==> src/rtl/vga_rx_pkg.sv <==
// Shared types and default 640x480 timing for the VGA receive path.
package vga_rx_pkg;

    typedef enum logic [1:0] {
        SEARCH,
        ALIGN,
        LOCKED
    } rxState_t;

    localparam int COORD_W = 10;
    typedef logic [COORD_W-1:0] coord_t;

    localparam coord_t COUNT_MAX = '1;

    localparam int DEF_H_TOTAL     = 800;
    localparam int DEF_H_START     = 144;
    localparam int DEF_H_ACTIVE    = 640;
    localparam int DEF_V_TOTAL     = 525;
    localparam int DEF_V_START     = 35;
    localparam int DEF_V_ACTIVE    = 480;
    localparam int DEF_LOCK_FRAMES = 2;

endpackage

==> src/rtl/vga_period_counter.sv <==
// Saturating period counter: clears on a boundary event, increments otherwise,
// and flags when the period that just ended differs from the expected length.
module vga_period_counter
    import vga_rx_pkg::*;
#(
    parameter int PERIOD = 800
) (
    input  logic                Clk,
    input  logic                Reset,
    input  logic                i_inc,
    input  logic                i_clear,
    output logic [COORD_W-1:0]  o_count,
    output logic                o_mismatch,
    output logic                o_sat
);

    localparam logic [COORD_W:0] PERIOD_W = (COORD_W+1)'(PERIOD);

    coord_t r_count;
    coord_t w_next;
    logic   w_atMax;

    assign w_atMax = (r_count == COUNT_MAX);

    // o_count is the value that belongs to the current event, so downstream
    // logic sees 0 on the clearing strobe itself.
    assign w_next     = i_clear ? '0 :
                        (i_inc && !w_atMax) ? r_count + coord_t'(1) : r_count;
    assign o_count    = w_next;
    assign o_mismatch = i_clear && (({1'b0, r_count} + (COORD_W+1)'(1)) != PERIOD_W);
    assign o_sat      = i_inc && !i_clear && w_atMax;

    // Count register; only moves when the caller signals an increment or clear.
    always_ff @(posedge Clk or posedge Reset) begin
        if (Reset) begin
            r_count <= '0;
        end else begin
            r_count <= w_next;
        end
    end

endmodule

==> src/rtl/vga_sync_receiver.sv <==
// VGA stream receiver: recovers pixel coordinates and colour from hs/vs/RGB,
// checks line and frame periods, and reports lock after clean frames.
module vga_sync_receiver
    import vga_rx_pkg::*;
#(
    parameter int H_TOTAL     = DEF_H_TOTAL,
    parameter int H_START     = DEF_H_START,
    parameter int H_ACTIVE    = DEF_H_ACTIVE,
    parameter int V_TOTAL     = DEF_V_TOTAL,
    parameter int V_START     = DEF_V_START,
    parameter int V_ACTIVE    = DEF_V_ACTIVE,
    parameter int LOCK_FRAMES = DEF_LOCK_FRAMES
) (
    input  logic       Clk,
    input  logic       Reset,
    input  logic       pixel_en,
    input  logic       hs,
    input  logic       vs,
    input  logic [3:0] Red,
    input  logic [3:0] Green,
    input  logic [3:0] Blue,
    output logic       locked,
    output logic       pix_valid,
    output logic [9:0] DrawX,
    output logic [9:0] DrawY,
    output logic [3:0] RedOut,
    output logic [3:0] GreenOut,
    output logic [3:0] BlueOut,
    output logic       frame_start,
    output logic       sync_err
);

    localparam coord_t     H_LO   = coord_t'(H_START);
    localparam coord_t     H_HI   = coord_t'(H_START + H_ACTIVE);
    localparam coord_t     V_LO   = coord_t'(V_START);
    localparam coord_t     V_HI   = coord_t'(V_START + V_ACTIVE);
    localparam logic [3:0] LOCK_N = 4'(LOCK_FRAMES);

    logic       r_hsPrev;
    logic       r_vsPrev;
    logic       r_vsPending;
    logic       w_hsFall;
    logic       w_vsFall;
    logic       w_vsConsume;

    coord_t     w_hCount;
    coord_t     w_vCount;
    logic       w_lineErr;
    logic       w_frameErr;
    logic       w_hSat;
    logic       w_vSat;
    logic       w_err;

    rxState_t   r_state;
    rxState_t   w_nextState;
    logic [3:0] r_good;
    logic [3:0] w_nextGood;
    logic       r_dirty;
    logic       w_nextDirty;
    logic       w_syncErr;

    logic       w_active;
    logic       w_pixel;
    coord_t     w_drawX;
    coord_t     w_drawY;

    logic       r_pixValid;
    logic       r_frameStart;
    logic       r_syncErr;
    coord_t     r_drawX;
    coord_t     r_drawY;
    logic [3:0] r_red;
    logic [3:0] r_green;
    logic [3:0] r_blue;

    // A vs edge on the same strobe as an hs edge counts as already pending.
    assign w_hsFall    = pixel_en && !hs && r_hsPrev;
    assign w_vsFall    = pixel_en && !vs && r_vsPrev;
    assign w_vsConsume = w_hsFall && (r_vsPending || w_vsFall);

    // Sync history and pending-frame flag, updated only on strobes.
    always_ff @(posedge Clk or posedge Reset) begin
        if (Reset) begin
            r_hsPrev    <= 1'b1;
            r_vsPrev    <= 1'b1;
            r_vsPending <= 1'b0;
        end else if (pixel_en) begin
            r_hsPrev <= hs;
            r_vsPrev <= vs;
            if (w_vsConsume) begin
                r_vsPending <= 1'b0;
            end else if (w_vsFall) begin
                r_vsPending <= 1'b1;
            end
        end
    end

    vga_period_counter #(
        .PERIOD (H_TOTAL)
    ) u_hCounter (
        .Clk        (Clk),
        .Reset      (Reset),
        .i_inc      (pixel_en),
        .i_clear    (w_hsFall),
        .o_count    (w_hCount),
        .o_mismatch (w_lineErr),
        .o_sat      (w_hSat)
    );

    vga_period_counter #(
        .PERIOD (V_TOTAL)
    ) u_vCounter (
        .Clk        (Clk),
        .Reset      (Reset),
        .i_inc      (w_hsFall),
        .i_clear    (w_vsConsume),
        .o_count    (w_vCount),
        .o_mismatch (w_frameErr),
        .o_sat      (w_vSat)
    );

    assign w_err = w_lineErr || w_frameErr || w_hSat || w_vSat;

    // Lock state, clean-frame tally and per-frame error memory.
    always_ff @(posedge Clk or posedge Reset) begin
        if (Reset) begin
            r_state <= SEARCH;
            r_good  <= '0;
            r_dirty <= 1'b0;
        end else begin
            r_state <= w_nextState;
            r_good  <= w_nextGood;
            r_dirty <= w_nextDirty;
        end
    end

    // Next-state logic: errors are ignored while searching, reset the tally
    // while aligning, and drop lock immediately once locked.
    always_comb begin
        w_nextState = r_state;
        w_nextGood  = r_good;
        w_nextDirty = r_dirty;
        w_syncErr   = 1'b0;
        case (r_state)
            SEARCH: begin
                if (w_vsConsume) begin
                    w_nextState = ALIGN;
                    w_nextGood  = '0;
                    w_nextDirty = 1'b0;
                end
            end
            ALIGN: begin
                if (w_err) begin
                    w_syncErr   = 1'b1;
                    w_nextGood  = '0;
                    w_nextDirty = 1'b1;
                end
                if (w_vsConsume) begin
                    w_nextDirty = 1'b0;
                    if (!w_err && !r_dirty) begin
                        w_nextGood = r_good + 4'd1;
                        if ((r_good + 4'd1) == LOCK_N) begin
                            w_nextState = LOCKED;
                        end
                    end
                end
            end
            LOCKED: begin
                if (w_err) begin
                    w_syncErr   = 1'b1;
                    w_nextState = SEARCH;
                end
            end
            default: begin
                w_nextState = SEARCH;
            end
        endcase
    end

    assign w_active = (w_hCount >= H_LO) && (w_hCount < H_HI) &&
                      (w_vCount >= V_LO) && (w_vCount < V_HI);
    assign w_pixel  = pixel_en && (r_state == LOCKED) && w_active;
    assign w_drawX  = w_hCount - H_LO;
    assign w_drawY  = w_vCount - V_LO;

    // Registered pixel outputs; coordinates and colour hold between pixels.
    always_ff @(posedge Clk or posedge Reset) begin
        if (Reset) begin
            r_pixValid   <= 1'b0;
            r_frameStart <= 1'b0;
            r_syncErr    <= 1'b0;
            r_drawX      <= '0;
            r_drawY      <= '0;
            r_red        <= '0;
            r_green      <= '0;
            r_blue       <= '0;
        end else begin
            r_pixValid   <= w_pixel;
            r_frameStart <= w_pixel && (w_drawX == '0) && (w_drawY == '0);
            r_syncErr    <= w_syncErr;
            if (w_pixel) begin
                r_drawX <= w_drawX;
                r_drawY <= w_drawY;
                r_red   <= Red;
                r_green <= Green;
                r_blue  <= Blue;
            end
        end
    end

    assign locked      = (r_state == LOCKED);
    assign pix_valid   = r_pixValid;
    assign frame_start = r_frameStart;
    assign sync_err    = r_syncErr;
    assign DrawX       = r_drawX;
    assign DrawY       = r_drawY;
    assign RedOut      = r_red;
    assign GreenOut    = r_green;
    assign BlueOut     = r_blue;

endmodule

==> config.mk <==
export PLATFORM = sky130hd
export DESIGN_NAME = vga_sync_receiver
export DESIGN_NICKNAME = d
export VERILOG_FILES = /design/src/rtl/vga_rx_pkg.sv /design/src/rtl/vga_period_counter.sv /design/src/rtl/vga_sync_receiver.sv
export SDC_FILE = /design/constraint.sdc
export NUM_CORES = 1
export LEC_CHECK = 0
export ABC_AREA = 1
export BUFFER_PORTS_ARGS = -buffer_cell sky130_fd_sc_hd__buf_2
export CAP_MARGIN = 40
export CORE_AREA = 4 4 105 107
export DETAILED_ROUTE_END_ITERATION = 8
export DIE_AREA = 0 0 109 111
export PLACE_DENSITY = 0.66
export SYNTH_ARGS = -nofsm -noshare
export SYNTH_HDL_FRONTEND = slang
export SYNTH_SLANG_ARGS = --single-unit
==> constraint.sdc <==
create_clock -name Clk -period 5.1 [get_ports Clk]
set_input_delay 0.255 -clock Clk [delete_from_list [all_inputs] [get_ports Clk]]
set_output_delay 0.255 -clock Clk [all_outputs]
set_load 0.02 [all_outputs]
==> results.md, run 1 <==
- DR WL/cell: about 12 um
- Die X: 109 um
- Syn Inst Count: 551
- Count of cell types in the netlist: 31
- Count leader, synth: nand2_1
- Share of post-route cells with drive strength above 1: 17.24%
- I/O pins: 53
- Final Hold Vio Count: 0
- Pre-antenna DRT Iters: 4
- CTS Hold Bufs: 0
- Top cells by area, synth: dfrtp_1 (40%), nand2_1 (20%), nand3_1 (8.4%), inv_1 (5.8%), nor2_1 (4.6%)
- Critical Path End Type: flop
- Synth top area share: between 30% and 40%
- Mapped cell area: ~4000 um2
- Least-Margin Pin Slew: around 0.84 ns
- Largest net degree at the start of global routing: between 60 and 70
- Ys Warns: 0
- EDFF count, synth: 0
- Asr flop ratio synth: 100.0%
- Leak pwr: ~0.0025 uW
- Leading area contributor after synthesis: dfrtp_1
- Post-Place Worst Slack: approximately 1.6 ns
- Max IR drop VDD: between 0.0002 and 0.00025 V
- Via count: about 3600
- Final period util: between 70% and 80%
- CTS buffer count: 9
- Clock Latency Late Sink: 0.35 ns
- Mapped Nets: 580
- Port bufs: 52
- Final nets: between 600 and 700
- Worst slew margin: a little over two fifths
- Max-cap viol count: 0
- First-pass GRT wire length: ~17 mm
- FP Rows: 37
- Initial core utilization: 39.18%
- Post-synthesis sequential area ratio: between 40% and 50%
- ANT nets after route: 0
- Clock tree root driver cell: clkbuf_8
- Highest Clock Rate: 279.5 MHz
- Worst setup SP type: flop
- Total track usage: approximately 17%
- CP max FO: 33
- Crit path from: u_hCounter.r_count[0]
- Clk slew on worst S/H paths: about 0.070 ns
- Clock Path Buffers: 2
- Final GP Congestion: ~0.94
- CP Class: reg -> reg
- Top_reg_cell synth: dfrtp_1
- Final antenna diode count: 0
- Synth Area per Inst: approximately 7.2 um2
- Worst r2r src: u_hCounter.r_count[0]
- Final Max Tran Viols: 0
- CP Data Required Time: around 5.3 ns
- Area grow syn2layout: 12.88%
- Hpwl dp: around 6.8 mm
- Yosys reg bits: between 60 and 70
- Post-CTS sizing: 0
- Worst hold path type: in -> async
- DRC: 0
- Post-Route Utilization: 44.23%
- Iter 0 DRT Violations: 284
- Pwr dens: approximately 500 nW/um2
- Inst Count DP: 729
- Initial antenna violation count: 0
- Total grt overflow: 0
- Post-Route WL: 9.254 mm
- Top cells by instance count after synthesis: nand2_1 (208), nand3_1 (67), dfrtp_1 (63)
- CTS Sinks: 65
- Sum of negative setup slack: 0 ns
- Die area: about 12000 um2
- Final worst slack: about 1.5 ns
- Vias/cell: 4.834
- Vias in the first global route: around 3600
- Clock skew: 0.01310 ns
- R2R depth: 17
- H-tree level count: 3
- Tot Pwr: between 2000 and 2500 uW
- Die span in y: between 100 and 150 um
- Post-CTS repair timing setup buffer count: 0
- Final cell count without fillers: ~750
- Tmin final: 3.578 ns
- Fillers: approximately 1000
- Status: completed
- Final setup viols: 0
- CTS tree: built
- CP Data Arrival Time: 3.81 ns
- Core Region: between 10000 and 15000 um2
- RSZ-0062 raised after global routing: false
-- critical path, stage by stage, from the launching register on --
cell and delay, ns:
dfrtp_1 0.39, ha_1 0.21, nand2_2 0.10, nor2_1 0.18, nand2_1 0.09, nand2_1 0.32, inv_1 0.23, nand2_1 0.10
nand3_1 0.19, inv_1 0.14, ha_1 0.16, nand2_1 0.05, nor2_1 0.10, nand2_1 0.11, o21ai_2 0.53, nand2_4 0.34
nand2_1 0.15, nand2_1 0.06
-- worst paths after layout --
check                                        endpoint  slack [ns]
worst max-delay path                         DrawX[0]        1.52
worst min-delay path            u_vCounter.r_count[4]        0.14
worst max register to register               DrawX[0]        1.52
worst min register to register             BlueOut[1]        0.47
max in group asynchronous       u_hCounter.r_count[5]        4.39
min in group Clk                          GreenOut[1]        0.14
-- layout by cell type, fill, tap and decap left out, types with 2 or more instances in the layout --
cell / netlist / routed
ha_1: 12 / 12
dfrtp_1: 63 / 63
inv_2: 3 / 4
nand2_2: 6 / 6
nand2_4: 4 / 4
dfstp_2: 2 / 2
nor3_1: 3 / 3
clkinv_1: 2 / 2
a21oi_2: 3 / 3
nor2_4: 5 / 5
nand4_1: 7 / 7
clkinv_2: 0 / 3
buf_2: 1 / 52
xor2_1: 7 / 7
nand2_1: 208 / 208
xnor2_1: 2 / 2
inv_1: 61 / 60
nand3_1: 67 / 67
a21oi_1: 5 / 5
nor2_2: 2 / 2
o21ai_1: 2 / 2
o21ai_0: 10 / 10
nand3_2: 6 / 6
nor2_1: 49 / 49
buf_4: 7 / 3
clkbuf_8: 0 / 10
nand3b_1: 4 / 4
-- power by group --
| part | internal, uW | switching, uW | leakage [uW] |
|---|---|---|---|
| combinational | 329 | 688 | 0.00163 |
| clock | 188 | 206 | 0.0000891 |
| sequential | 699 | 135 | 0.000816 |
-- kinds of logic (layout without fill, tap and decap cells) --
kind of cell             Yosys count  in the layout  share of synthesized area, %
AND/OR/NAND/NOR                  362            362                         40.60
buffers and inverters             80            138                         9.260
flip-flops                        65             65                         41.01
AO/OA/AOI/OAI                     23             23                         3.370
adder cells (fa/ha/maj)           12             12                         3.779
XOR/XNOR                           9              9                         1.984
-- sequential cells by signal, summed over array words and instances, names as in the netlist --
name	flops
DrawX	10
DrawY	10
u_hCounter.r_count	10
u_vCounter.r_count	10
BlueOut	4
GreenOut	4
RedOut	4
r_good	4
r_state	2
frame_start	1
pix_valid	1
r_dirty	1
r_hsPrev	1
r_vsPending	1
r_vsPrev	1
sync_err	1
-- metrics by stage --
step / hold WS, ns / area [um2]
2_1_floorplan: 0.3927 / 3973
3_3_place_gp: 0.4520 / 4312
3_5_place_dp: 0.4530 / 4312
4_1_cts: 0.1335 / 4484
5_1_grt: 0.1437 / 4484
6_report: 0.1413 / 4484
-- metal layers --
metal | wire length (um) | track usage, % | vias up
li1 | - | - | 1830
met1 | 4249 | 21.78 | 1683
met2 | 4530 | 27.52 | 77
met3 | 384 | 3.320 | 11
met4 | 90 | 4.798 | 0
met5 | 0 | 0 | -
-- final cells by class --
type / count / area, um2 / area share, %
Sequential cell: 65 / 1629 / 36.33
Clock buffer: 11 / 141.4 / 3.153
Multi-Input combinational cell: 406 / 1976 / 44.06
Clock inverter: 5 / 31.28 / 0.6975
Tap cell: 136 / 170.2 / 3.795
Inverter: 67 / 254.0 / 5.664
Timing Repair Buffer: 55 / 282.8 / 6.306
Power figures use the tool's default switching activity.
==> inputs of run 2 (changes only) <==
--- a/config.mk
+++ b/config.mk
@@ -5,12 +5,12 @@
 export SDC_FILE = /design/constraint.sdc
 export NUM_CORES = 1
 export LEC_CHECK = 0
-export ABC_AREA = 1
+export ABC_AREA = 0
 export BUFFER_PORTS_ARGS = -buffer_cell sky130_fd_sc_hd__buf_2
 export CAP_MARGIN = 40
-export CORE_AREA = 4 4 105 107
+export CORE_AREA = 4 4 107 109
 export DETAILED_ROUTE_END_ITERATION = 8
-export DIE_AREA = 0 0 109 111
+export DIE_AREA = 0 0 111 113
 export PLACE_DENSITY = 0.66
 export SYNTH_ARGS = -nofsm -noshare
 export SYNTH_HDL_FRONTEND = slang
==> constraint.sdc (replaced) <==
create_clock -name Clk -period 3.4 [get_ports Clk]
set_input_delay 0.17 -clock Clk [delete_from_list [all_inputs] [get_ports Clk]]
set_output_delay 0.17 -clock Clk [all_outputs]
set_load 0.02 [all_outputs]
==> run 2 against run 1 <==
Against the previous run:
- synthesized cell count down 30%
- hold slack lost 0.093 ns
- synthesized area increased by 3.3%
- critical endpoint is now DrawX[4]
- largest power group is now registers
==> results.md, run 2 <==
- CP top delay family: simple AND/OR/NAND/NOR gates
- Clock Latency Late Sink: 0.35 ns (about the same)
- Post-DP Area: 4661 um2 (+8.1%)
- Ys Warns: 0 (unchanged)
- Post-synthesis sequential area ratio: 39.71% (-1.3 points)
- Final Max Tran Viols: 0 (unchanged)
- Clock tree root driver cell: clkbuf_8
- CP Class: reg -> reg
- Simple-Gate Fraction of Synth Area: 17.38% (-23 points)
- Area occupied by multi-input gates: 2261 um2 (+14%)
- Mapped cell area: 4103 um2 (+3.3%)
- Initial antenna violation count: 0 (unchanged)
- RSZ-0062 raised after global routing: false
- Critical Path End Type: flop
- Worst setup SP type: flop
- Clock skew: 0.008321 ns (-0.004775 ns)
- CTS tree: built
- Die span in y: 113 um (+1.8%)
- Most frequent cells in the layout: dfrtp_1 (63), buf_2 (52), buf_4 (28)
- Post-Route WL: 9.581 mm (+3.5%)
- FP Rows: 38 (+2.7%)
- Post-Synth XOR/XNOR Area: 4.270% (+2.3 points)
- Worst path bufs/invs: 1 (-1)
- Worst path cell trace: ha_1 > and2_1 > a31oi_2 > nor2_1 > a21oi_1 > nor2_1 > ha_1 > or3_1 > o31ai_2 > nand4_4 > buf_12 > mux2_4
- Port bufs: 52 (unchanged)
- WHS Path Cells: 2
- Sum of negative setup slack: 0 ns (unchanged)
- R2R Setup Slk: 0.15 ns (-1.38 ns)
- Pre-antenna DRT Iters: 4 (unchanged)
- Top cells by area, synth: dfrtp_1 (38%), mux2_4 (8.8%), ha_1 (3.7%), xor2_1 (2.6%), nand2_1 (2.0%)
- Critical R2R Capture: DrawX[4]
- Via count: 3297 (-8.4%)
- CTS Sinks: 65 (unchanged)
- Max-cap viol count: 0 (unchanged)
- Final instance area: 4891 um2 (+9.1%)
- Mux share of post-synthesis cell area: 12.17% (+12 points)
- First-pass GRT wire length: 16.19 mm (-2.0%)
- Worst hold path type: in -> reg
- Final nets: 488 (-23%)
- Final antenna diode count: 0 (unchanged)
- Asr flop ratio synth: 100.0% (unchanged)
- DRC: 0 (unchanged)
- Largest net degree at the start of global routing: 32 (-52%)
- Max IR drop VDD: 0.0002614 V (+16%)
- Worst slew margin: 60.26% (+16 points)
- Final GP Congestion: 0.8813 (-6.4%)
- Clock Path Buffers: 2 (unchanged)
- Total grt overflow: 0 (unchanged)
- CP Data Arrival Time: 3.48 ns (-0.33 ns)
- Tmin final: 3.253 ns (-0.3245 ns)
- Vias/cell: 5.459 (+13%)
- Final setup viols: 0 (unchanged)
- I/O pins: 53 (unchanged)
- Iter 0 DRT Violations: 166 (-42%)
- FF/Latch Area: 1629 um2 (unchanged)
- Count of cell types in the netlist: 74 (+140%)
- Synth top area share: 38.43% (-1.3 points)
- Hold path start: Green[3]
- CP max stage delay: 0.44 ns (-0.09 ns)
- Hpwl dp: 7.245 mm (+5.9%)
- Largest family of logic cells by synthesized area: compound AO/OA/AOI/OAI gates
- Final period util: 95.69% (+26 points)
- Count leader, synth: dfrtp_1
- CTS buffer count: 9 (unchanged)
- CP Data Required Time: 3.63 ns (-1.70 ns)
- Syn Inst Count: 388 (-30%)
- Share of post-route cells with drive strength above 1: 32.54% (+15 points)
- Top_reg_cell synth: dfrtp_1
- Yosys reg bits: 65 (unchanged)
- Highest Clock Rate: 307.4 MHz (+10%)
- Leading cell type in the layout, fill and taps excluded: dfrtp_1
- Leading area contributor after synthesis: dfrtp_1
- R2R depth: 12 (-5)
- Mapped Nets: 417 (-28%)
- Area grow syn2layout: 19.21%
- CP max FO: 20 (-39%)
- Top cells by instance count after synthesis: dfrtp_1 (63), mux2_4 (24), nand2_1 (22)
- H-tree level count: 3 (unchanged)
- Total track usage: 15.75% (-0.87 points)
- DR WL/cell: 15.86 um (+28%)
- Final Hold Vio Count: 0 (unchanged)
- ANT nets after route: 0 (unchanged)
- Least-Margin Pin Slew: 0.5811 ns (-0.2609 ns)
- Worst hold endpoint: GreenOut[3]
- Status: completed
- Adder-cell share of the synthesized area: 3.660% (-0.12 points)
- Worst r2r src: u_vCounter.r_count[1]
- Slowest stage cell, crit path: or3_1
- Pwr dens: 459.2 nW/um2 (-8.2%)
- EDFF count, synth: 0 (unchanged)
- Tot Pwr: 2246 uW (about the same)
- Synth Area in Compound Gates: 17.47% (+14 points)
- Synth Area per Inst: 10.57 um2 (+47%)
- Clk slew on worst S/H paths: 0.08 ns (about the same)
- Die X: 111 um (+1.8%)
- Vias in the first global route: 3350 (-8.0%)
- Fillers: 971 (-4.2%)
- Core Region: 10600 um2 (+4.6%)
- Initial core utilization: 38.69% (-0.49 points)
- Leak pwr: 0.002447 uW (-3.4%)
- Die area: 12540 um2 (+3.7%)
==> run 2: area by class of cell <==
cell class	instances	area share [%]
tap	140	3.581
clock inverter	5	1.279
timing repair buffer	84	11.05
inverter	19	1.458
sequential	65	33.31
multi-input combinational	280	46.23
clock buffer	11	3.095
==> run 2: logic make-up (layout without fill, tap and decap cells) <==
group / after synthesis / count (layout)
muxes: 37 / 37
DFF: 65 / 65
adders and majority gates: 12 / 12
xor gates and xnor gates: 20 / 20
and+or+nand+nor: 121 / 121
AOI/OAI and AO/OA: 90 / 90
buffers and inverters: 43 / 119
==> run 2: per-layer routing <==
metal	wire (um)	vias up	share of wire, %	global-route usage, %
met3	518	18	5.4	3.690
met1	4215	1590	44	19.84
met2	4653	102	49	26.33
li1	-	1587	-	-
met5	0	-	0	0
met4	193	0	2.0	6.158
==> run 2: worst max-delay path by stage <==
stage                     startpoint         end  slack [ns]  cells past startpoint
6_report       u_vCounter.r_count[1]    DrawX[4]        0.15                     12
5_1_grt        u_vCounter.r_count[1]    DrawX[7]       0.009                     11
4_1_cts        u_vCounter.r_count[1]    DrawX[4]        0.09                     12
3_5_place_dp   u_vCounter.r_count[1]    DrawX[4]        0.11                     11
3_3_place_gp   u_vCounter.r_count[1]   RedOut[3]        0.27                     12
2_1_floorplan  u_vCounter.r_count[0]  BlueOut[0]        0.06                     12
==> run 2: timing repair <==
item | in CTS | in global routing
hold buffers | 1 | 0
hold endpoints to repair | 17 | 0
resized for setup | 0 | 1
setup endpoints to repair | 0 | 20
buffers inserted | 0 | 0
==> run 2: worst register-to-register path, cell delays in order (launching register included) <==
cell and delay, ns:
dfrtp_1 0.42, ha_1 0.21, and2_1 0.19, a31oi_2 0.29
nor2_1 0.08, a21oi_1 0.12, nor2_1 0.07, ha_1 0.23
or3_1 0.44, o31ai_2 0.30, nand4_4 0.24, buf_12 0.24
mux2_4 0.31
==> run 2: stage by stage <==
step                      util (%)  setup WS, ns  hold WS (ns)  instances
after CTS                    46.07       0.09176       0.02823        604
after floorplan                  -       0.06405        0.3185        388
after global placement       43.77        0.2720        0.4004        586
after global routing         46.13      0.009479       0.02860        604
after detailed placement     43.96        0.1123        0.1917        587
final                        46.13        0.1465       0.04810        604
==> run 2: power breakdown <==
group / leakage, uW / internal, uW / switching (uW) / total (uW)
Clock: 0.000102 / 382 / 319 / 701
Combinational: 0.00148 / 258 / 367 / 625
Sequential: 0.000861 / 842 / 78.0 / 920
==> inputs of run 3 (changes only) <==
==> constraint.sdc (replaced) <==
create_clock -name Clk -period 4.1 [get_ports Clk]
set_input_delay 0.205 -clock Clk [delete_from_list [all_inputs] [get_ports Clk]]
set_output_delay 0.205 -clock Clk [all_outputs]
set_load 0.02 [all_outputs]
==> run 3 against run 2 <==
Against the previous run:
- count of clock-buffer cells in the layout down 2
- core utilization fell by 2.3 points
- cell count fell by 4.1%
- die area unchanged
- largest power group unchanged
- highest routed layer unchanged
==> results.md, run 3 (same netlist as run 2, synthesis figures left out) <==
- Status: completed
- CP Data Required Time: 4.33 ns (+0.70 ns)
- Die X: 111 um (unchanged)
- Share of post-route cells with drive strength above 1: 28.47% (-4.1 points)
- Max-cap viol count: 0 (unchanged)
- Leading cell type in the layout, fill and taps excluded: dfrtp_1
- Worst setup SP type: flop
- Final nets: 464 (-4.9%)
- Total track usage: 15.08% (-0.66 points)
- Final setup viols: 0 (unchanged)
- Pwr dens: 384.3 nW/um2 (-16%)
- CTS Hold Bufs: 1 (unchanged)
- Final period util: 91.57% (-4.1 points)
- Post-CTS sizing: 0 (unchanged)
- Final GP Congestion: 0.8442 (-4.2%)
- First-pass GRT wire length: 15.55 mm (-4.0%)
- CP top delay family: compound AO/OA/AOI/OAI gates
- FP Rows: 38 (unchanged)
- Worst hold endpoint: GreenOut[3]
- Largest net degree at the start of global routing: 42 (+31%)
- Most frequent cells in the layout: dfrtp_1 (63), buf_2 (52), mux2_4 (24)
- RSZ-0062 raised after global routing: false
- R2R depth: 11 (-1)
- Worst slew margin: 55.13% (-5.1 points)
- Vias/cell: 5.530 (+1.3%)
- Sum of negative setup slack: 0 ns (unchanged)
- Clock skew: 0.01321 ns (+0.004888 ns)
- R2R Setup Slk: 0.35 ns (+0.20 ns)
- Core Region: 10600 um2 (unchanged)
- Max IR drop VDD: 0.0002100 V (-20%)
- Post-Route WL: 9.247 mm (-3.5%)
- Tmin final: 3.755 ns (+0.5011 ns)
- I/O pins: 53 (unchanged)
- CP Class: reg -> reg
- DRC: 0 (unchanged)
- Hpwl dp: 6.638 mm (-8.4%)
- Post-Place Worst Slack: 0.3700 ns (+0.2577 ns)
- Critical R2R Capture: DrawX[0]
- Final Hold Vio Count: 0 (unchanged)
- Final antenna diode count: 0 (unchanged)
- Clock Path Buffers: 2 (unchanged)
- Slowest stage cell, crit path: buf_4
- Worst path cell trace: ha_1 > and2_1 > a31oi_1 > xnor2_1 > nor2_1 > ha_1 > o41ai_2 > a21oi_2 > nand4_4 > buf_4 > mux2_2
- WHS Path Cells: 2 (unchanged)
- ANT nets after route: 0 (unchanged)
- CTS Sinks: 65 (unchanged)
- Final Max Tran Viols: 0 (unchanged)
- Highest Clock Rate: 266.3 MHz (-13%)
- CP max stage delay: 0.51 ns (+0.07 ns)
- Initial antenna violation count: 0 (unchanged)
- Total grt overflow: 0 (unchanged)
- Least-Margin Pin Slew: 0.6717 ns (+0.09064 ns)
- Pre-antenna DRT Iters: 4 (unchanged)
- CTS tree: built
- Initial core utilization: 38.69% (unchanged)
- CTS buffer count: 9 (unchanged)
- Fillers: 984 (+1.3%)
- Hold WS: 0.07292 ns (+0.02481 ns)
- Port bufs: 52 (unchanged)
- Iter 0 DRT Violations: 169 (+1.8%)
- Worst path bufs/invs: 1 (unchanged)
- Clock Latency Late Sink: 0.36 ns (about the same)
- Hold path start: Green[3]
- Critical Path End Type: flop
- Die span in y: 113 um (unchanged)
- Worst r2r src: u_vCounter.r_count[0]
- Die area: 12540 um2 (unchanged)
- Leak pwr: 0.002289 uW (-6.5%)
- H-tree level count: 3 (unchanged)
- Via count: 3202 (-2.9%)
- Final worst slack: 0.3455 ns (+0.1989 ns)
- Clk slew on worst S/H paths: 0.08 ns (about the same)
- Area grow syn2layout: 13.27%
- CP Data Arrival Time: 3.99 ns (+0.51 ns)
- Most frequent CP cell: ha_1
- DR WL/cell: 15.97 um (+0.68%)
- Post-CTS repair timing setup buffer count: 0 (unchanged)
- Clock tree root driver cell: clkbuf_8
- Vias in the first global route: 3177 (-5.2%)
- CP max FO: 34 (+70%)
- Worst hold path type: in -> reg
==> run 3: changes by cell type in the layout (fill, tap and decap cells not counted) <==
cell        delta
a31oi_1        +1
clkbuf_8       -2
buf_12         -3
a31oi_2        -1
buf_4         -21
clkinvlp_4     +1
inv_6          -1
clkinv_4       +1
==> run 3: metrics by stage <==
step / util (%) / instances / instance area [um2] / power, uW
floorplan: - / 388 / 4103 / 1124
global placement: 41.83 / 562 / 4436 / 1232
detailed placement: 41.83 / 562 / 4436 / 1239
CTS: 43.76 / 578 / 4639 / 1793
global route: 43.83 / 579 / 4647 / 1895
finish: 43.83 / 579 / 4647 / 1786
==> run 3: worst reg2reg max path, cell delays in order (launching register included) <==
cell	delay [ns]
dfrtp_1	0.46
ha_1	0.30
and2_1	0.31
a31oi_1	0.47
xnor2_1	0.19
nor2_1	0.10
ha_1	0.25
o41ai_2	0.43
a21oi_2	0.13
nand4_4	0.10
buf_4	0.51
mux2_2	0.40
==> run 3: final cells by class <==
cell class / instances / area, um2 / share of cell area [%]
multi-input cells: 280 / 2255 / 48.52
flip-flops and latches: 65 / 1629 / 35.06
repair buffers: 60 / 322.8 / 6.947
well taps: 140 / 175.2 / 3.770
clock buffers: 9 / 123.9 / 2.666
inverters: 19 / 71.32 / 1.535
clock inverters: 6 / 70.07 / 1.508
==> run 3: routing by layer <==
layer,track usage (%),up-vias,routed length (um)
met5,0,-,0
met3,3.422,13,421
met4,4.598,0,139
li1,-,1542,-
met1,19.51,1571,4227
met2,25.32,76,4459
==> run 3: worst max-delay path by stage <==
stage | startpoint | end | slack (ns) | cells after the start
3_5_place_dp | u_vCounter.r_count[0] | RedOut[3] | 0.37 | 11
4_1_cts | u_vCounter.r_count[0] | DrawY[7] | 0.35 | 11
5_1_grt | u_vCounter.r_count[0] | DrawX[0] | 0.09 | 11
2_1_floorplan | u_vCounter.r_count[0] | BlueOut[0] | 0.76 | 12
6_report | u_vCounter.r_count[0] | DrawX[0] | 0.35 | 11
3_3_place_gp | u_vCounter.r_count[0] | DrawY[1] | 0.53 | 11
==> run 3: where the power goes <==
group          total (uW)  internal [uW]  switching, uW
logic                 451            180            272
clock network         554            279            275
registers             781            698           83.0
